===== src/rtl/morse_pkg.sv =====
// Shared types and letter tables for the Morse serialiser.
package morse_pkg;

  localparam int unsigned NUM_LETTERS = 26;
  localparam int unsigned MAX_LEN     = 13;
  localparam int unsigned LEN_W       = 4;
  localparam int unsigned LETTER_W    = 5;

  typedef enum logic [1:0] {
    IDLE = 2'd0,
    SEND = 2'd1,
    GAP  = 2'd2,
    DONE = 2'd3
  } state_e;

  // Unit patterns, right-aligned: dot = 1, dash = 111, intra-letter gap = 0.
  localparam logic [MAX_LEN-1:0] PAT_TBL [NUM_LETTERS] = '{
    13'b0000000010111,  // A .-
    13'b0000111010101,  // B -...
    13'b0011101011101,  // C -.-.
    13'b0000001110101,  // D -..
    13'b0000000000001,  // E .
    13'b0000101011101,  // F ..-.
    13'b0000111011101,  // G --.
    13'b0000001010101,  // H ....
    13'b0000000000101,  // I ..
    13'b1011101110111,  // J .---
    13'b0000111010111,  // K -.-
    13'b0000101110101,  // L .-..
    13'b0000001110111,  // M --
    13'b0000000011101,  // N -.
    13'b0011101110111,  // O ---
    13'b0010111011101,  // P .--.
    13'b1110111010111,  // Q --.-
    13'b0000001011101,  // R .-.
    13'b0000000010101,  // S ...
    13'b0000000000111,  // T -
    13'b0000001010111,  // U ..-
    13'b0000101010111,  // V ...-
    13'b0000101110111,  // W .--
    13'b0011101010111,  // X -..-
    13'b1110101110111,  // Y -.--
    13'b0011101110101   // Z --..
  };

  // Pattern length in units for each letter.
  localparam logic [LEN_W-1:0] LEN_TBL [NUM_LETTERS] = '{
    4'd5,  4'd9,  4'd11, 4'd7,  4'd1,  4'd9,  4'd9,  4'd7,  4'd3,
    4'd13, 4'd9,  4'd9,  4'd7,  4'd5,  4'd11, 4'd11, 4'd13, 4'd7,
    4'd5,  4'd3,  4'd7,  4'd9,  4'd9,  4'd11, 4'd13, 4'd11
  };

endpackage


===== src/rtl/morse_lut.sv =====
// Letter code to left-aligned unit pattern, length and validity.
module morse_lut
  import morse_pkg::*;
#(
  parameter int unsigned PAT_W = 16
) (
  input  logic [LETTER_W-1:0] letter,
  output logic [PAT_W-1:0]    pattern_c,
  output logic [LEN_W-1:0]    len_c,
  output logic                valid_c
);

  localparam int unsigned SH_W = $clog2(PAT_W + 1);

  logic [LETTER_W-1:0] idx;
  logic [MAX_LEN-1:0]  raw;

  // Table lookup; invalid codes map to an empty pattern.
  always_comb begin
    valid_c   = (letter < LETTER_W'(NUM_LETTERS));
    idx       = valid_c ? letter : '0;
    raw       = PAT_TBL[idx];
    len_c     = valid_c ? LEN_TBL[idx] : '0;
    pattern_c = '0;
    if (valid_c) begin
      pattern_c = PAT_W'(raw) << (SH_W'(PAT_W) - SH_W'(len_c));
    end
  end

endmodule


===== src/rtl/morse_shifter.sv =====
// Serialises one Morse letter, one unit per divider tick.
// Optional trailing letter gap: define MORSE_LETTER_GAP_EN.
module morse_shifter
  import morse_pkg::*;
#(
  parameter int unsigned PAT_W = 16
`ifdef MORSE_LETTER_GAP_EN
  ,
  parameter int unsigned GAP_UNITS = 3
`endif
) (
  input  logic                clock_in,
  input  logic                clear_b,
  input  logic [LETTER_W-1:0] letter,
  input  logic                start,
  input  logic                tick,
  output logic                morse_out,
  output logic                busy,
  output logic                done
);

  logic [PAT_W-1:0] lut_pattern;
  logic [LEN_W-1:0] lut_len;
  logic             lut_valid;

  state_e           state_q, state_d;
  logic [PAT_W-1:0] sr_q, sr_d;
  logic [LEN_W-1:0] cnt_q, cnt_d;
  logic             morse_out_q, morse_out_d;
  logic             busy_q, busy_d;
  logic             done_q, done_d;
  logic             run_q, run_d;

  morse_lut #(
    .PAT_W (PAT_W)
  ) u_lut (
    .letter    (letter),
    .pattern_c (lut_pattern),
    .len_c     (lut_len),
    .valid_c   (lut_valid)
  );

  // Reset release synchroniser: loads are blocked until one edge after release.
  always_comb run_d = 1'b1;

  // Release-sync register.
  always_ff @(posedge clock_in or negedge clear_b) begin
    if (!clear_b) run_q <= 1'b0;
    else          run_q <= run_d;
  end

  // Next-state, datapath and registered-output computation.
  always_comb begin
    state_d = state_q;
    sr_d    = sr_q;
    cnt_d   = cnt_q;

    unique case (state_q)
      IDLE: begin
        if (run_q && start && lut_valid) begin
          sr_d    = lut_pattern;
          cnt_d   = lut_len;
          state_d = SEND;
        end
      end
      SEND: begin
        if (tick) begin
          if (cnt_q > 4'd1) begin
            sr_d  = sr_q << 1;
            cnt_d = cnt_q - 4'd1;
          end else begin
            sr_d = '0;
`ifdef MORSE_LETTER_GAP_EN
            cnt_d   = LEN_W'(GAP_UNITS);
            state_d = GAP;
`else
            cnt_d   = '0;
            state_d = DONE;
`endif
          end
        end
      end
      GAP: begin
`ifdef MORSE_LETTER_GAP_EN
        if (tick) begin
          if (cnt_q > 4'd1) begin
            cnt_d = cnt_q - 4'd1;
          end else begin
            cnt_d   = '0;
            state_d = DONE;
          end
        end
`else
        state_d = IDLE;
`endif
      end
      DONE: begin
        state_d = IDLE;
      end
      default: begin
        state_d = IDLE;
      end
    endcase

    // Outputs follow the next state so they change on the same edge.
    morse_out_d = (state_d == SEND) && sr_d[PAT_W-1];
    busy_d      = (state_d != IDLE);
    done_d      = (state_d == DONE);
  end

  // State, datapath and output registers.
  always_ff @(posedge clock_in or negedge clear_b) begin
    if (!clear_b) begin
      state_q     <= IDLE;
      sr_q        <= '0;
      cnt_q       <= '0;
      morse_out_q <= 1'b0;
      busy_q      <= 1'b0;
      done_q      <= 1'b0;
    end else begin
      state_q     <= state_d;
      sr_q        <= sr_d;
      cnt_q       <= cnt_d;
      morse_out_q <= morse_out_d;
      busy_q      <= busy_d;
      done_q      <= done_d;
    end
  end

  assign morse_out = morse_out_q;
  assign busy      = busy_q;
  assign done      = done_q;

endmodule


===== config.mk =====
export PLATFORM = sky130hd
export DESIGN_NAME = morse_shifter
export DESIGN_NICKNAME = d
export VERILOG_FILES = /design/src/rtl/morse_pkg.sv /design/src/rtl/morse_lut.sv /design/src/rtl/morse_shifter.sv
export SDC_FILE = /design/constraint.sdc
export NUM_CORES = 1
export LEC_CHECK = 0
export BUFFER_PORTS_ARGS = -buffer_cell sky130_fd_sc_hd__buf_2
export CAP_MARGIN = 40
export CORE_MARGIN = 1.5
export CORE_UTILIZATION = 56
export DETAILED_ROUTE_END_ITERATION = 8
export PLACE_DENSITY = 0.86
export SKIP_LAST_GASP = 1
export SYNTH_ARGS = -nofsm -noshare
export SYNTH_HDL_FRONTEND = slang
export SYNTH_SLANG_ARGS = --single-unit
export TNS_END_PERCENT = 5

===== constraint.sdc =====
create_clock -name clock_in -period 1.9 [get_ports clock_in]
set_clock_uncertainty 0.2 [all_clocks]
set_input_delay 0.095 -clock clock_in [delete_from_list [all_inputs] [get_ports clock_in]]
set_output_delay 0.095 -clock clock_in [all_outputs]
set_load 0.005 [all_outputs]

Word level (Yosys, flattened, before mapping)
Memory sizes are Yosys's and may differ from the RTL's.
Cells that the tools add are included.
{ "word_totals": {"elab_cells": 51, "ff_bits": 26, "inputBits": 9, "rom_bits": 544, "memories": 2} }
{ "op_classes": {"mux": 19, "addsub": 2, "n_shift": 1, "n_lt_le_gt_ge": 3, "reduce_logical": 8, "bitwise": 1, "n_eq_ne": 7} }
{ "mem_list": {"columns": ["name", "words", "width", "rd", "rd_clocked_by_memory_dff", "wr", "line", "rtl"], "rows": [
  ["(no name shown)", 32, 13, 1, 0, 0, "morse_lut.sv:22", "raw = PAT_TBL[idx];"],
  ["(no name shown)", 32, 4, 1, 0, 0, "morse_lut.sv:23", "len_c = valid_c ? LEN_TBL[idx] : '0;"]
]} }
{ "ops": {"columns": ["operator", "count"], "rows": [
  ["$mux 16", 4],
  ["$pmux 16 s2", 1],
  ["$mux 13", 2],
  ["$mux 4", 6],
  ["$shl 13x5->16", 1],
  ["$pmux 4 s2", 1],
  ["$eq 2x2->1 const B", 3],
  ["$ge 6x6->1 const B", 1],
  ["$mux 2", 3],
  ["$not 5->6", 1],
  ["$pmux 2 s3", 1],
  ["$lt 5x5->1 const B", 1],
  ["$mux 5", 1],
  ["$sub 5x4->5 const A", 1],
  ["$eq 2x1->1 const B", 2],
  ["$gt 4x1->1 const B", 1],
  ["$ne 2x2->1 const B", 2],
  ["$reduce_bool 2->1", 2],
  ["$sub 4x1->4 const B", 1],
  ["$logic_and 1x1->1", 3],
  ["$reduce_and 3->1", 1],
  ["$logic_not 2->1", 1],
  ["$reduce_or 2->1", 1]
]} }

Depth between registers and ports, before layout
Gate-level depths: netlist of run 1.
{ "logic_depth": {"depth_word": 13, "ltp_mapped": 15, "depth_no_buf": 10} }

By module
From an unflattened synthesis of run 1, not the netlist that was laid out.
{ "unflattened": {"cells_unflattened": 313, "hier_area_um2": 2504.9} }
{ "by_module_without_submodules": {"columns": ["module", "cells_per_inst", "area_per_inst_um2", "instances"], "rows": [
  ["morse_lut", 202, 1307.5, 1],
  ["morse_shifter", 111, 1197.4, 1]
]} }

Worst setup path before layout of run 1
Ideal clock, no wire load.
{ "synth_path": {"path_kind": "input to register", "from": "in letter[2]", "to": "reg sr_q[14]", "setup_ps": 143, "cell_stages": 14, "t_required_ps": 1557, "path_slack_ps": -1173, "n_path_buf": 4, "arrival_time_ps": 2730, "path_cell_list": "buf_6 buf_6 o211ai_2 clkbuf_1 and2_1 inv_1 ha_1 nor2b_1 o32ai_1 a21o_2 buf_4 mux2i_1 a222oi_1 o211ai_1"} }
{ "synth_between": {"elab_chain_len": 12, "word_cells_on_any_way": 18, "classes_between": "1 x add/sub; 1 x order compare; 1 x eq/ne; 1 x shift; 9 x mux; 1 x bitwise; 2 x reduce/logical; 2 x memory"} }
{ "synth_rtl": {"columns": ["element", "line", "rtl"], "rows": [
  ["start, declared", "morse_shifter.sv:14", "input logic [LETTER_W-1:0] letter,"],
  ["$lt 5x5->1", "morse_lut.sv:20", "valid_c = (letter < LETTER_W'(NUM_LETTERS));"],
  ["$mux 5", "morse_lut.sv:21", "idx = valid_c ? letter : '0;"],
  ["$not 5->6 (implied by the code)", "morse_lut.sv:22, morse_lut.sv:23", null],
  ["$mem_v2 32x4", null, null],
  ["$mux 4 (implied by the code) (2 in series)", "morse_lut.sv:23", null],
  ["$mux 4", "morse_lut.sv:23", null],
  ["$sub 5x4->5", "morse_lut.sv:26", "pattern_c = PAT_W'(raw) << (SH_W'(PAT_W) - SH_W'(len_c));"],
  ["$shl 13x5->16", "morse_lut.sv:26", null],
  ["$mux 16", "morse_lut.sv:25", "if (valid_c) begin"],
  ["$mux 16", "morse_shifter.sv:60", "if (run_q && start && lut_valid) begin"],
  ["$pmux 16 s2", "morse_shifter.sv:58", "unique case (state_q)"],
  ["end signal, assigned", "morse_shifter.sv:122", "sr_q <= sr_d;"],
  ["end, declared", "morse_shifter.sv:27", "logic [PAT_W-1:0] sr_q, sr_d;"]
]} }
Parallel ways exist; a longest one is shown, timed or not. The select of a mux whose other input is x is not followed.
A chain may end at the register's enable or synchronous reset.

Worst setup path in the final report of run 1
{ "layout_path": {"from": "in letter[2]", "to": "reg sr_q[13]"} }
The elaborated chain is that of the path after synthesis.

==> results_dict.tcl, run 1 <==
set metrics [dict create \
    wl_per_cell_um 20.4 \
    syn_inst 278 \
    finalSetupTns_ns -5.74 \
    drive_gt1_share_pct 37.0 \
    synth-edff-count 0 \
    ys_seq_area_share_pct 28.4 \
    cpMaxStageDelayCell "a221o_1" \
    wl_mm 8.24 \
    placed_area_um2 2850 \
    p_leak_nw 1.43 \
    port_buffers 11 \
    crit_family "compound AO/OA/AOI/OAI gates" \
    grt_pass1_vias 2788 \
    hp-class "primary input to flip-flop" \
    clkLatencyLatePin_ns 0.27 \
    grt_setup_unrepaired "yes" \
    die_h_um 66.9 \
    vias 2781 \
    synthArstFlopShare_pct 100 \
    critPathKind "primary input to flip-flop" \
    grt_antenna_before_repair 0 \
    fin_crit_sh_pct 121 \
    power.density_nw_per_um2 889 \
    fin_area_um2 3190 \
    grt_overflow 0 \
    layout_setup_ws_ns -0.405 \
    regArea_um2 651 \
    crit_path_start_kind "primary input" \
    cts_buffers 3 \
    final_common_cell "buf_4" \
    crit_buf_inv 3 \
    crit_top_cell "o21ai_0" \
    htreeDepth 1 \
    ys_seq_elements 26 \
    syn_nets 297 \
    grt_pass1_wl_mm 12.3 \
    grt_max_degree 27 \
    core_um2 3970 \
    route.detailed.vias_per_inst 6.88 \
    cap_viol_max_count 0 \
    clk_path_buf_depth 2 \
    drtIter0Drc 341 \
    drc 0 \
    worstPathArrival_ns 2.27 \
    cts_tree "yes" \
    violations "setup timing" \
    worst_pin_slew_ns 0.645 \
    slew_violations 0 \
    worstSetupEndpointType "flip-flop" \
    synthFlopType "dfrtp_1" \
    finalSetupViolCount 20 \
    mostFrequentLayoutCells "76 x buf_4, 26 x dfrtp_1, 19 x nand2_1, 18 x nor2_1, 16 x a21oi_1" \
    totalPowerFinal_w 0.00283 \
    fp.dieArea_um2 4480 \
    worstPathRequired_ns 1.86 \
    ant_nets 0 \
    hold_violations 0 \
    ys_warn_count 0 \
    crit_fanout 4 \
    die-width_um 66.9 \
    worstPathCellList "buf_6, o211ai_4, and2_4, inv_4, ha_4, buf_4, nor2b_1, o21ai_0, o21ai_0, mux2i_2, a32oi_1, a221o_1" \
    crit_path_max_incr_delay_ns 0.33 \
    synthToLayoutAreaGrowth_pct 39.3 \
    diodes 0 \
    first_pass_iters 6 \
    fmax_mhz 434 \
    synth_cell_type_count 64 \
    fillers 249 \
    syn_avg_cell_area_um2 8.23 \
    maxSlewHeadroom_pct 57.0 \
    place_hpwl_mm 5.51 \
    post-route-min-period_ns 2.30 \
    num_rows 23 \
    cts_root_buf "clkbuf_8" \
    pin_count 12 \
    cts.sinks 26 \
    final_util_pct 80.2 \
    start_util_pct 57.6 \
    multi_input_area_um2 1650 \
    nets 374 \
    gp_congestion 0.985 \
    path_clk_slew_ns 0.09 \
    grt_use_total_pct 36.0 \
    syn-cell-area_um2 2290 \
    vdd_ir_drop_max_uv 374 \
    status "complete, but fails checks" \
]
==> final timing paths <==
kind                       startpoint        end  slack [ns]  cells after the start
setup / recovery            letter[2]   sr_q[13]       -0.40                     12
hold / removal                   tick       done        0.06                      4
setup reg to reg             cnt_q[0]  morse_out       -0.22                      9
hold reg to reg               sr_q[0]    sr_q[0]        0.33                      1
max in group asynchronous     clear_b   cnt_q[1]        0.98                      2
min in group asynchronous     clear_b  morse_out        0.14                      2
==> area by class of cell <==
cell class	count	share of cell area [%]
Clock buffer	4	1.73
Inverter	10	1.26
Multi-Input combinational cell	222	51.9
Sequential cell	26	20.4
Tap cell	50	1.96
Timing Repair Buffer	92	22.8
==> repair_timing <==
item                                    in CTS  in global routing
hold buffers                                 2                  0
endpoints found under the setup margin      20                 20
resized for setup                           26                 18
pin swaps                                   13                 14
buffers inserted                            10                  2
endpoints found under the hold margin       28                  0
==> worst min-delay path, cell delays in order <==
cell and delay (ns):
buf_2 0.11, nand3b_1 0.12, buf_4 0.15, nor2_1 0.04
==> Yosys cell counts, types with 2 or more instances <==
cell | n | area, um^2
a211oi_1 | 2 | 15.0
a21o_1 | 3 | 22.5
a21oi_1 | 19 | 95.1
a21oi_2 | 2 | 17.5
a221o_1 | 2 | 20.0
a221oi_1 | 4 | 35.0
a222oi_1 | 3 | 30.0
a22o_1 | 2 | 17.5
a22oi_1 | 10 | 75.1
a31oi_1 | 4 | 25.0
a32oi_1 | 5 | 43.8
and2_1 | 4 | 25.0
buf_1 | 2 | 7.51
buf_2 | 8 | 40.0
buf_4 | 2 | 15.0
buf_6 | 3 | 33.8
clkbuf_1 | 5 | 18.8
dfrtp_1 | 26 | 651
ha_1 | 10 | 125
inv_1 | 10 | 37.5
mux2_2 | 2 | 22.5
mux2i_1 | 6 | 60.1
nand2_1 | 20 | 75.1
nand2b_1 | 9 | 56.3
nand3_1 | 7 | 35.0
nand4_1 | 2 | 12.5
nor2_1 | 20 | 75.1
nor2b_1 | 8 | 50.1
nor3_1 | 7 | 35.0
nor3b_1 | 2 | 15.0
nor4b_1 | 2 | 17.5
o211ai_1 | 3 | 22.5
o21ai_0 | 22 | 110
o21bai_1 | 3 | 22.5
o221ai_1 | 3 | 26.3
o22ai_1 | 3 | 18.8
o311ai_1 | 3 | 26.3
o31ai_1 | 3 | 22.5
or2_2 | 2 | 12.5
==> registers in the layout, indices dropped and copies added (netlist names) <==
| signal | count |
|---|---|
| state_q | 2 |
| run_q | 1 |
| done | 1 |
| cnt_q | 4 |
| morse_out | 1 |
| sr_q | 16 |
| busy | 1 |
==> cell families (layout without fill, tap and decap cells) <==
| group | Yosys count | in the layout | synth area share (%) |
|---|---|---|---|
| compound gates | 110 | 110 | 33.9 |
| simple gates | 92 | 92 | 21.4 |
| buf+inv | 30 | 106 | 6.67 |
| flops | 26 | 26 | 28.4 |
| fa+ha+maj | 10 | 10 | 5.47 |
| mux | 8 | 8 | 3.61 |
| other cells | 1 | 1 | 0.164 |
| xor+xnor | 1 | 1 | 0.383 |
==> per-layer routing <==
metal  track usage (%)  up-vias  part of all wire [%]
met5                 0        -                     0
met4              27.0        0                   8.0
met3              6.42       79                   7.5
met2              65.9      203                    51
met1              35.8     1290                    33
li1                  -     1209                     -
==> per-stage QoR <==
step	worst slack, ns	cells	hold WS [ns]
finish	-0.405	404	0.0626
global route	-0.465	404	0.0598
CTS	-0.314	402	0.0596
detailed placement	-0.754	387	-0.0814
global placement	-0.646	387	-0.0906
floorplan	-0.755	278	-0.401
==> report_power, final <==
part	leakage, nW	internal [W]	total [W]	switching, W
clock network	0.0288	0.000186	0.000362	0.000177
logic	1.06	0.000717	0.00156	0.000848
registers	0.338	0.000755	0.000906	0.000151
Note: power is estimated with default switching activity, not from simulation.
==> inputs of run 2 (changes only) <==
- GPL_TIMING_DRIVEN: unset -> 0
- SKIP_CTS_REPAIR_TIMING: unset -> 1
- SKIP_LAST_GASP: 1 -> unset
==> run 2 against run 1 <==
The flow finishes with violations (hold timing, setup timing). Via count shrank 6.5%. Largest cell class unchanged. Non-clock buffer count shrank 47. Critical path depth rose by 2. Maximum frequency down 17%. Hold slack worse by 0.097 ns. Utilization shrank 8.7 points. Setup slack lost 0.49 ns.
==> results_dict.tcl, run 2 (synthesis results as in run 1) <==
set metrics [dict create \
    largest_reg_flops 16 \
    slew_violations 0 \
    synthToLayoutAreaGrowth_pct 24.2 \
    mostFrequentLayoutCells "26 x dfrtp_1, 19 x nor2_1, 18 x o21ai_0, 17 x a21oi_1, 16 x nand2_1" \
    reg2regPathDepth 7 \
    crit_family "simple AND/OR/NAND/NOR gates" \
    grt_antenna_before_repair 0 \
    power.density_nw_per_um2 896 \
    endpoint "sr_q[12]" \
    route.detailed.vias_per_inst 7.30 \
    cap_viol_max_count 0 \
    holdWs_ns -0.0345 \
    ant_nets 0 \
    grt_use_total_pct 29.5 \
    status "complete, but fails checks" \
    drtIter0Drc 517 \
    fin_area_um2 2840 \
    p_leak_nw 1.20 \
    worstPathCellList "buf_6, buf_6, buf_8, o211ai_4, buf_8, and2_4, ha_4, buf_4, a21oi_1, or4b_1, buf_6, o21ai_0, nand2_1, o311ai_1" \
    regMostFlops "sr_q" \
    grt_max_degree 27 \
    path_clk_slew_ns 0.09 \
    worst_pin_slew_ns 0.846 \
    cp.depth 14 \
    finalSetupTns_ns -11.96 \
    nets 327 \
    crit_fanout 8 \
    crit_path_max_incr_delay_ns 0.57 \
    fin_crit_sh_pct 147 \
    gp_congestion 1.03 \
    diodes 0 \
    wl_per_cell_um 20.5 \
    cts_tree "yes" \
    r2r_start "cnt_q[0]" \
    start_util_pct 57.6 \
    worstSetupEndpointType "flip-flop" \
    maxSlewHeadroom_pct 42.8 \
    core_um2 3970 \
    clk_path_buf_depth 2 \
    cts.sinks 26 \
    vdd_ir_drop_max_uv 602 \
    drc 0 \
    place_inst 339 \
    grt_pass1_wl_mm 10.1 \
    cts_root_buf "clkbuf_8" \
    fillers 274 \
    place_hpwl_mm 4.70 \
    crit_buf_inv 6 \
    cts_buffers 3 \
    pin_count 12 \
    port_buffers 11 \
    vias 2599 \
    violations "hold timing, setup timing" \
    pre_cts_ws_ns -1.38 \
    critPathKind "primary input to flip-flop" \
    fp.dieArea_um2 4480 \
    crit_path_start_kind "primary input" \
    r2r_end "sr_q[14]" \
    final_common_cell "dfrtp_1" \
    crit_top_cell "buf_6" \
    htreeDepth 1 \
    post-route-min-period_ns 2.79 \
    crit_start "letter[2]" \
    hold_violations 3 \
    wl_mm 7.31 \
    worstPathRequired_ns 1.84 \
    regToRegSetupSlack_ns -0.43 \
    largestRegisters "sr_q x16, cnt_q x4, state_q x2" \
    num_rows 23 \
    worstPathArrival_ns 2.73 \
    layout_setup_ws_ns -0.894 \
    final_cells 356 \
    hold_depth 3 \
    first_pass_iters 6 \
    placed_area_um2 2460 \
    grt_setup_unrepaired "yes" \
    grt_overflow 0 \
    grt_pass1_vias 2118 \
    die_h_um 66.9 \
    hp-class "primary input to flip-flop" \
    drive_gt1_share_pct 27.5 \
    die-width_um 66.9 \
    finalSetupViolCount 19 \
    fmax_mhz 358 \
    cpMaxStageDelayCell "or4b_1" \
    clkLatencyLatePin_ns 0.27 \
]
[run 2: cell types whose count changed in the layout (fill, tap and decap cells not counted), sizes merged]
cell | previous run | this run
buf | 90 | 38
clkbuf | 4 | 9
dlygate4sd3 | 2 | 1
[run 2: worst reg2reg max path, stage by stage, from the launching register on]
cell,delay (ns)
dfrtp_1,0.41
inv_1,0.09
ha_2,0.20
or2_2,0.33
a21oi_1,0.47
clkbuf_2,0.33
a222oi_1,0.14
o211ai_1,0.11
[run 2: report_power, final]
group          switching, W  leakage (nW)  total, W  internal, W
logic              0.000795         0.838   0.00134     0.000549
clock network      0.000163        0.0216  0.000306     0.000142
registers          0.000142         0.338  0.000897     0.000755
total               0.00110          1.20   0.00255      0.00145
[run 2: layout make-up]
| type | count | area [um^2] | share of cell area (%) |
|---|---|---|---|
| Multi-Input combinational cell | 222 | 1710 | 60.1 |
| Sequential cell | 26 | 651 | 22.9 |
| Inverter | 10 | 40.0 | 1.41 |
| Buffer | 20 | 164 | 5.77 |
| Timing Repair Buffer | 25 | 176 | 6.21 |
| Clock buffer | 3 | 41.3 | 1.45 |
| Tap cell | 50 | 62.6 | 2.20 |
[run 2: routing by layer]
layer,up-vias,part of all wire [%],global-route usage (%)
met5,-,0,0
met4,0,4.9,11.2
met3,63,12,4.39
met2,227,44,46.3
met1,1198,39,40.8
li1,1111,-,-
[run 2: worst min path at each step]
stage / slack (ns) / from / end
floorplan: -0.40 / clear_b / busy
global placement: -0.08 / clear_b / run_q
detailed placement: -0.07 / clear_b / state_q[0]
CTS: -0.37 / clear_b / morse_out
global route: -0.0002 / start / busy
finish: -0.03 / start / busy
[run 2: metrics by stage]
step / utilization (%) / total power (W)
after floorplan: - / 0.00171
after CTS: 63.0 / 0.00231
final: 71.6 / 0.00255
after global placement: 61.9 / 0.00196
after detailed placement: 61.9 / 0.00200
after global routing: 71.6 / 0.00269
